==> src/rtl/alu_op_sequencer.sv <==
// EX-stage ALU control: decodes RV32I R/I-type and M-extension ops into a registered
// Operation code and sequences multi-cycle MUL/DIV with a stall/done handshake.
module alu_op_sequencer #(
   parameter int OP_W    = 5,
   parameter int MUL_LAT = 3,
   parameter int DIV_LAT = 33,
   parameter int M_EXT   = 1
) (
   input  logic            clk,
   input  logic            reset,
   input  logic            valid_in,
   input  logic            flush,
   input  logic [1:0]      ALUOp,
   input  logic [2:0]      funct3,
   input  logic            funct7_5,
   input  logic            funct7_0,
   output logic [OP_W-1:0] Operation,
   output logic            op_valid,
   output logic            stall,
   output logic            op_done,
   output logic            is_muldiv,
   output logic            illegal
);

   localparam int CNT_W = $clog2(DIV_LAT);

   localparam logic [0:0] S_IDLE = 1'b0;
   localparam logic [0:0] S_BUSY = 1'b1;

   localparam logic [4:0] OP_AND  = 5'b00000;
   localparam logic [4:0] OP_OR   = 5'b00001;
   localparam logic [4:0] OP_ADD  = 5'b00010;
   localparam logic [4:0] OP_XOR  = 5'b00011;
   localparam logic [4:0] OP_SLL  = 5'b00100;
   localparam logic [4:0] OP_SRL  = 5'b00101;
   localparam logic [4:0] OP_SUB  = 5'b00110;
   localparam logic [4:0] OP_SRA  = 5'b00111;
   localparam logic [4:0] OP_SLT  = 5'b01000;
   localparam logic [4:0] OP_SLTU = 5'b01001;
   localparam logic [4:0] OP_BLT  = 5'b01111;

   // cnt is loaded with LAT-1; op_done fires once it reaches zero.
   localparam logic [CNT_W-1:0] MUL_CNT = CNT_W'(MUL_LAT - 1);
   localparam logic [CNT_W-1:0] DIV_CNT = CNT_W'(DIV_LAT - 1);

   logic [0:0]       state_q, state_d;
   logic [CNT_W-1:0] cnt_q, cnt_d;
   logic [4:0]       op_q, op_d;
   logic             md_q, md_d;
   logic             ill_q, ill_d;

   logic [4:0]       dec_op;
   logic             dec_md;
   logic             dec_ill;
   logic [CNT_W-1:0] dec_cnt;
   logic             f75_eff;
   logic             busy;
   logic             can_accept;

   // I-type immediates have no SUB; bit 30 only matters for the SRAI/SRLI split.
   assign f75_eff = (ALUOp == 2'b11 && funct3 != 3'b101) ? 1'b0 : funct7_5;

   always_comb begin
      dec_op  = OP_AND;
      dec_md  = 1'b0;
      dec_ill = 1'b0;
      dec_cnt = '0;
      case (ALUOp)
         2'b00: dec_op = OP_ADD;
         2'b01: dec_op = (funct3 == 3'b100) ? OP_BLT : OP_SUB;
         default: begin
            if (ALUOp == 2'b10 && funct7_0) begin
               if (M_EXT != 0) begin
                  dec_op  = {2'b10, funct3};
                  dec_md  = 1'b1;
                  dec_cnt = funct3[2] ? DIV_CNT : MUL_CNT;
               end else begin
                  dec_ill = 1'b1;
               end
            end else begin
               case ({f75_eff, funct3})
                  4'b0000: dec_op = OP_ADD;
                  4'b1000: dec_op = OP_SUB;
                  4'b0111: dec_op = OP_AND;
                  4'b0110: dec_op = OP_OR;
                  4'b0100: dec_op = OP_XOR;
                  4'b0001: dec_op = OP_SLL;
                  4'b0101: dec_op = OP_SRL;
                  4'b1101: dec_op = OP_SRA;
                  4'b0010: dec_op = OP_SLT;
                  4'b0011: dec_op = OP_SLTU;
                  default: dec_ill = 1'b1;
               endcase
            end
         end
      endcase
   end

   assign busy       = (state_q == S_BUSY);
   assign can_accept = !busy || (cnt_q == '0);

   always_comb begin
      state_d = state_q;
      cnt_d   = cnt_q;
      op_d    = op_q;
      md_d    = md_q;
      ill_d   = ill_q;
      if (flush) begin
         state_d = S_IDLE;
         cnt_d   = '0;
      end else if (can_accept) begin
         if (valid_in) begin
            state_d = S_BUSY;
            cnt_d   = dec_cnt;
            op_d    = dec_op;
            md_d    = dec_md;
            ill_d   = dec_ill;
         end else begin
            state_d = S_IDLE;
         end
      end else begin
         cnt_d = cnt_q - CNT_W'(1);
      end
   end

   always_ff @(posedge clk) begin
      if (reset) begin
         state_q <= S_IDLE;
         cnt_q   <= '0;
         op_q    <= '0;
         md_q    <= 1'b0;
         ill_q   <= 1'b0;
      end else begin
         state_q <= state_d;
         cnt_q   <= cnt_d;
         op_q    <= op_d;
         md_q    <= md_d;
         ill_q   <= ill_d;
      end
   end

   always_comb begin
      Operation      = '0;
      Operation[4:0] = op_q;
   end

   assign op_valid  = busy;
   assign op_done   = busy && (cnt_q == '0);
   assign stall     = busy && (cnt_q != '0);
   assign is_muldiv = md_q;
   assign illegal   = ill_q;

endmodule

==> config.mk <==
export PLATFORM = sky130hd
export DESIGN_NAME = alu_op_sequencer
export DESIGN_NICKNAME = d
export VERILOG_FILES = /design/src/rtl/alu_op_sequencer.sv
export SDC_FILE = /design/constraint.sdc
export NUM_CORES = 1
export LEC_CHECK = 0
export CAP_MARGIN = 20
export CORE_MARGIN = 2
export CORE_UTILIZATION = 48
export CTS_CLUSTER_SIZE = 24
export DETAILED_ROUTE_END_ITERATION = 12
export PLACE_DENSITY = 0.77
export SYNTH_ARGS = -nofsm -noshare
export SYNTH_HDL_FRONTEND = slang
export SYNTH_SLANG_ARGS = --single-unit
==> constraint.sdc <==
create_clock -name clk -period 1.7 [get_ports clk]
set_input_delay 0.34 -clock clk [delete_from_list [all_inputs] [get_ports clk]]
set_output_delay 0.34 -clock clk [all_outputs]
set_load 0.01 [all_outputs]
[Word level (Yosys, flattened, before mapping)]
Index checks and enable logic that the tools add are counted.
Cells by class
  reductions and logical operators: 14
  mux-type cells: 16
  bitwise operators: 1
  divide/modulo/power cells: 0
  add/sub/neg operators: 1
  equality and inequality tests: 15
  multiply operators: 0
  shifts and indexed selects: 0
  order comparisons: 0
Operator list (number)
  4-bit case mux with 9 select lines: 1
  6-bit 2-to-1 mux: 5
  4-bit by 3-bit == test with 1-bit output (second input constant): 4
  5-bit case mux with 2 select lines: 1
  10-bit OR reduction: 1
  4-bit by 2-bit == test with 1-bit output (second input constant): 2
  4-bit == test (second input constant): 2
  1-bit 2-to-1 mux: 7
  6-bit zero test: 1
  6-bit nonzero test: 1
  6-bit by 1-bit subtractor with 6-bit output (second input constant): 1
  5-bit 2-to-1 mux: 1
  2-bit == test (second input constant): 2
  4-bit by 1-bit == test with 1-bit output (second input constant): 1
  1-bit logical AND: 4
  4-bit zero test: 1
  4-bit 2-to-1 mux: 1
  2-bit OR reduction: 2
  3-bit == test (second input constant): 1
  3-bit inequality test (second input constant): 1
  3-bit AND reduction: 1
  2-bit by 1-bit == test with 1-bit output (second input constant): 1
  2-bit zero test: 1
  2-bit inequality test (second input constant): 1
  other kinds (3): 3
Word-level totals
  register bits after elaboration: 14
  RAM bits: 0
  output and inout bits: 10
  ROM bits: 0
  word-level logic and storage cells: 52
  latch bits: 0
  memories: 0

[Depth between registers and ports, before layout]
  depth in word-level cells: 8
  depth in mapped cells: 7
  depth with buffers taken out: 7

[Worst setup path before layout]
No wires, ideal clock.
  path kind: register -> register
  start: register cnt_q[2]
  end: register cnt_q[1]
  stages on the path, launching flop included: 7
  slack: 0.113 ns
  arrival: 1.459 ns
  period minus slack after synthesis: 1.587 ns
  path through: dfxtp_1 clkbuf_1 or4_4 o21ai_4 inv_2 a221oi_1 a211oi_1
Between the ends
  longest elaborated chain between the ends: 3
RTL lines
  start: declaration: RTL line 47  | logic [CNT_W-1:0] cnt_q, cnt_d;
  start signal: assignment: RTL line 135  | cnt_q <= cnt_d;
  6-bit zero test *: RTL line 100  | assign can_accept = !busy || (cnt_q == '0);
  1-bit logical OR *: RTL line 100
  2-bit inequality test (no source line) or 6-bit 2-to-1 mux (tied branches)
Mark *: on every way between the ends. The rest lies on a longest branch, timed or not.
A chain may end at the register's enable or synchronous reset.

[Worst setup path after layout]
  start: register cnt_q[5]
  end: output stall
Between the ends
  longest elaborated chain between the ends: 2
RTL lines
  6-bit nonzero test: RTL line 149  | assign stall = busy && (cnt_q != '0);
  1-bit logical AND: RTL line 149
  end: declaration: RTL line 19  | output logic stall,
No other way between the ends.

==> results.json <==
{
  "status": "finished with violations",
  "violations": "setup timing",
  "worst_setup_path_end_kind": "primary output",
  "r2r_slack_ns": -0.05,
  "power_density_nw_per_um2": 512,
  "synth_top_cell_area_share": 0.291,
  "slew_headroom": 0.802,
  "critical_path_arrival_ns": 1.47,
  "grt_pass1_wl_um": 4060,
  "finalCritPeriodShare": 1.07,
  "die_width_um": 47.2,
  "synthTopCellsByArea": "dfxtp_1 29%, a311oi_2 5.0%, nor2_1 4.6%",
  "drc": 0,
  "postCtsHoldBufs": 0,
  "p_total_mw": 0.728,
  "ios": 21,
  "clkSlewWorstSetupHoldPaths_ns": 0.08,
  "drt_iter0_markers": 60,
  "die_area_um2": 2230,
  "htreeDepth": 1,
  "grt_max_degree": 9,
  "antenna_found_initial": 0,
  "syn-num-nets": 123,
  "timing.hold.ws_ns": 0.499,
  "fp.coreArea_um2": 1750,
  "clk_path_buf_depth": 2,
  "clock-sinks": 13,
  "cp.required_ns": 1.36,
  "final_cell_mix": "32 x buf_4, 18 x clkdlybuf4s50_1, 11 x nor2_1",
  "crit_fanout": 2,
  "finalMaxSlewViolations": 0,
  "tightest_slew_ns": 0.295,
  "numCtsBuffers": 3,
  "die_y_um": 47.2,
  "routedWlPerCell_um": 14.2,
  "synthXorXnorAreaFrac": 0.00978,
  "path_buf_inv": 2,
  "place.gp.congestion": 0.925,
  "layout.nets": 173,
  "rsz0062_at_grt": "true",
  "synth_fa_ha_area_frac": 0.0279,
  "synthMuxAreaShare": 0.0223,
  "cts-root-buf": "clkbuf_4",
  "dp_hpwl_um": 1860,
  "crit_type": "reg2out",
  "dr.pass1.iters": 4,
  "syn_inst": 110,
  "drv_cap": 0,
  "ys_ff_latch": 13,
  "yosysSeqAreaShare": 0.291,
  "synth-warning-count": 0,
  "worstSetupStartpointType": "flip-flop",
  "synth_top_family_by_area": "compound AO/OA/AOI/OAI gates",
  "grt-ovfl-total": 0,
  "cts_tree": "done",
  "syn_to_final_growth_pct": 58.8,
  "slowest_delay_ns": 0.55,
  "synth.distinct_cells": 43,
  "finalHoldViolations": 0,
  "tns_ns": -0.174,
  "setup_violations": 3,
  "min_period_ns": 1.81,
  "io_buffers": 20,
  "fin_ws_ns": -0.113,
  "clock_skew_ns": 0.00586,
  "synth_compound_area_frac": 0.284,
  "syn_area_per_cell_um2": 8.14,
  "netlist_area_um2": 896,
  "fmax_mhz": 552,
  "num_antenna_cells": 0,
  "final_common_cell": "buf_4",
  "clk_latency_ns": 0.27,
  "final_cell_area_um2": 1420,
  "final_layout_size_suffix_gt1_frac": 0.340,
  "critPathSlowestCell": "or4_4",
  "antenna_left": 0,
  "rows": 15,
  "num_vias": 1036,
  "initial_core_util": 0.513,
  "synth.largest_area_cell": "dfxtp_1",
  "placed_area_um2": 1330,
  "synth-simple-area-share": 0.278,
  "ir_drop_v": 0.000268,
  "grt_use_total": 0.258,
  "cp_cell_sequence": "or4_4 -> o21ai_4 -> inv_2 -> buf_6",
  "leakage_nw": 0.589,
  "via_per_inst": 5.63,
  "async_reset_ff_frac": 0,
  "hp-class": "reg2reg",
  "finalWirelength_um": 2620,
  "ys_dominant_reg_cell": "dfxtp_1",
  "grt_pass1_vias": 990,
  "synth_edf_count": 0,
  "path_delay_family": "simple AND/OR/NAND/NOR gates"
}
flip-flops by register name (all words and copies together) (netlist names):
signal     count
cnt_q          6
Operation      5
illegal        1
op_valid       1
what timing repair did:
action                                  in CTS  in global routing
resized for setup                           15                  2
endpoints found under the setup margin       5                  9
pin swaps                                    5                  4
cloned                                       1                  0
buffers inserted                             2                  1
logic make-up after synthesis:
logic type               count (synthesis)
AND/OR/NAND/NOR                         45
AO/OA/AOI/OAI                           29
buffers and inverters                   18
flip-flops                              13
multiplexers                             2
adder cells (fa/ha/maj)                  2
XOR/XNOR                                 1
area by class of cell:
class,instances,area (um^2)
Clock buffer,4,26.3
Inverter,9,33.8
Fill cell,119,323
Tap cell,25,31.3
Sequential cell,13,264
Multi-Input combinational cell,79,583
Timing Repair Buffer,54,484
synth_stat cells (2+ instances only):
master and n:
o211ai_1 2, a21oi_1 5, nor4_1 3, nand2b_1 2, a31oi_1 3, nor2_1 11, nand4_1 2, dfxtp_1 13
ha_1 2, a311oi_2 3, a311oi_1 2, clkbuf_1 7, nand2_1 8, o21ai_0 4, nand3_1 4, and4_1 2
nand3b_1 2, inv_1 8, mux2i_1 2, and2_1 2
power breakdown:
| part | switching [mW] | leakage, nW | internal (mW) |
|---|---|---|---|
| sequential | 0.00821 | 0.107 | 0.315 |
| clock | 0.0991 | 0.0150 | 0.0909 |
| combinational | 0.0922 | 0.467 | 0.123 |
metrics by stage:
stage	utilization	std cells	setup WS (ns)
global route	0.815	184	-0.159
CTS	0.815	184	-0.141
global placement	0.761	177	-0.139
finish	0.815	184	-0.113
floorplan	-	110	0.113
detailed placement	0.761	177	-0.195
metal layers:
layer,vias to the layer above,share of wire,GRT usage
met5,-,0,0
met4,0,0.014,0.128
met3,6,0.052,0.0269
met2,48,0.50,0.441
met1,475,0.43,0.322
li1,507,-,-
final timing paths:
kind,start,depth (start not counted),endpoint
max,cnt_q[5]$_SDFFE_PP0P_,4,stall
min reg2reg,Operation[2]$_SDFFE_PP0P_,2,Operation[2]$_SDFFE_PP0P_
max reg2reg,cnt_q[5]$_SDFFE_PP0P_,7,illegal$_SDFFE_PP0P_
min,Operation[2]$_SDFFE_PP0P_,2,Operation[2]$_SDFFE_PP0P_
worst register-to-register path, delay by kind of cell (launching register included):
kind	cells	cell delay, ns
AND/OR/NAND/NOR	2	0.66
AO/OA/AOI/OAI	2	0.21
buffers and inverters	3	0.46
flip-flops	1	0.32
Note: power is estimated with default switching activity, not from simulation.
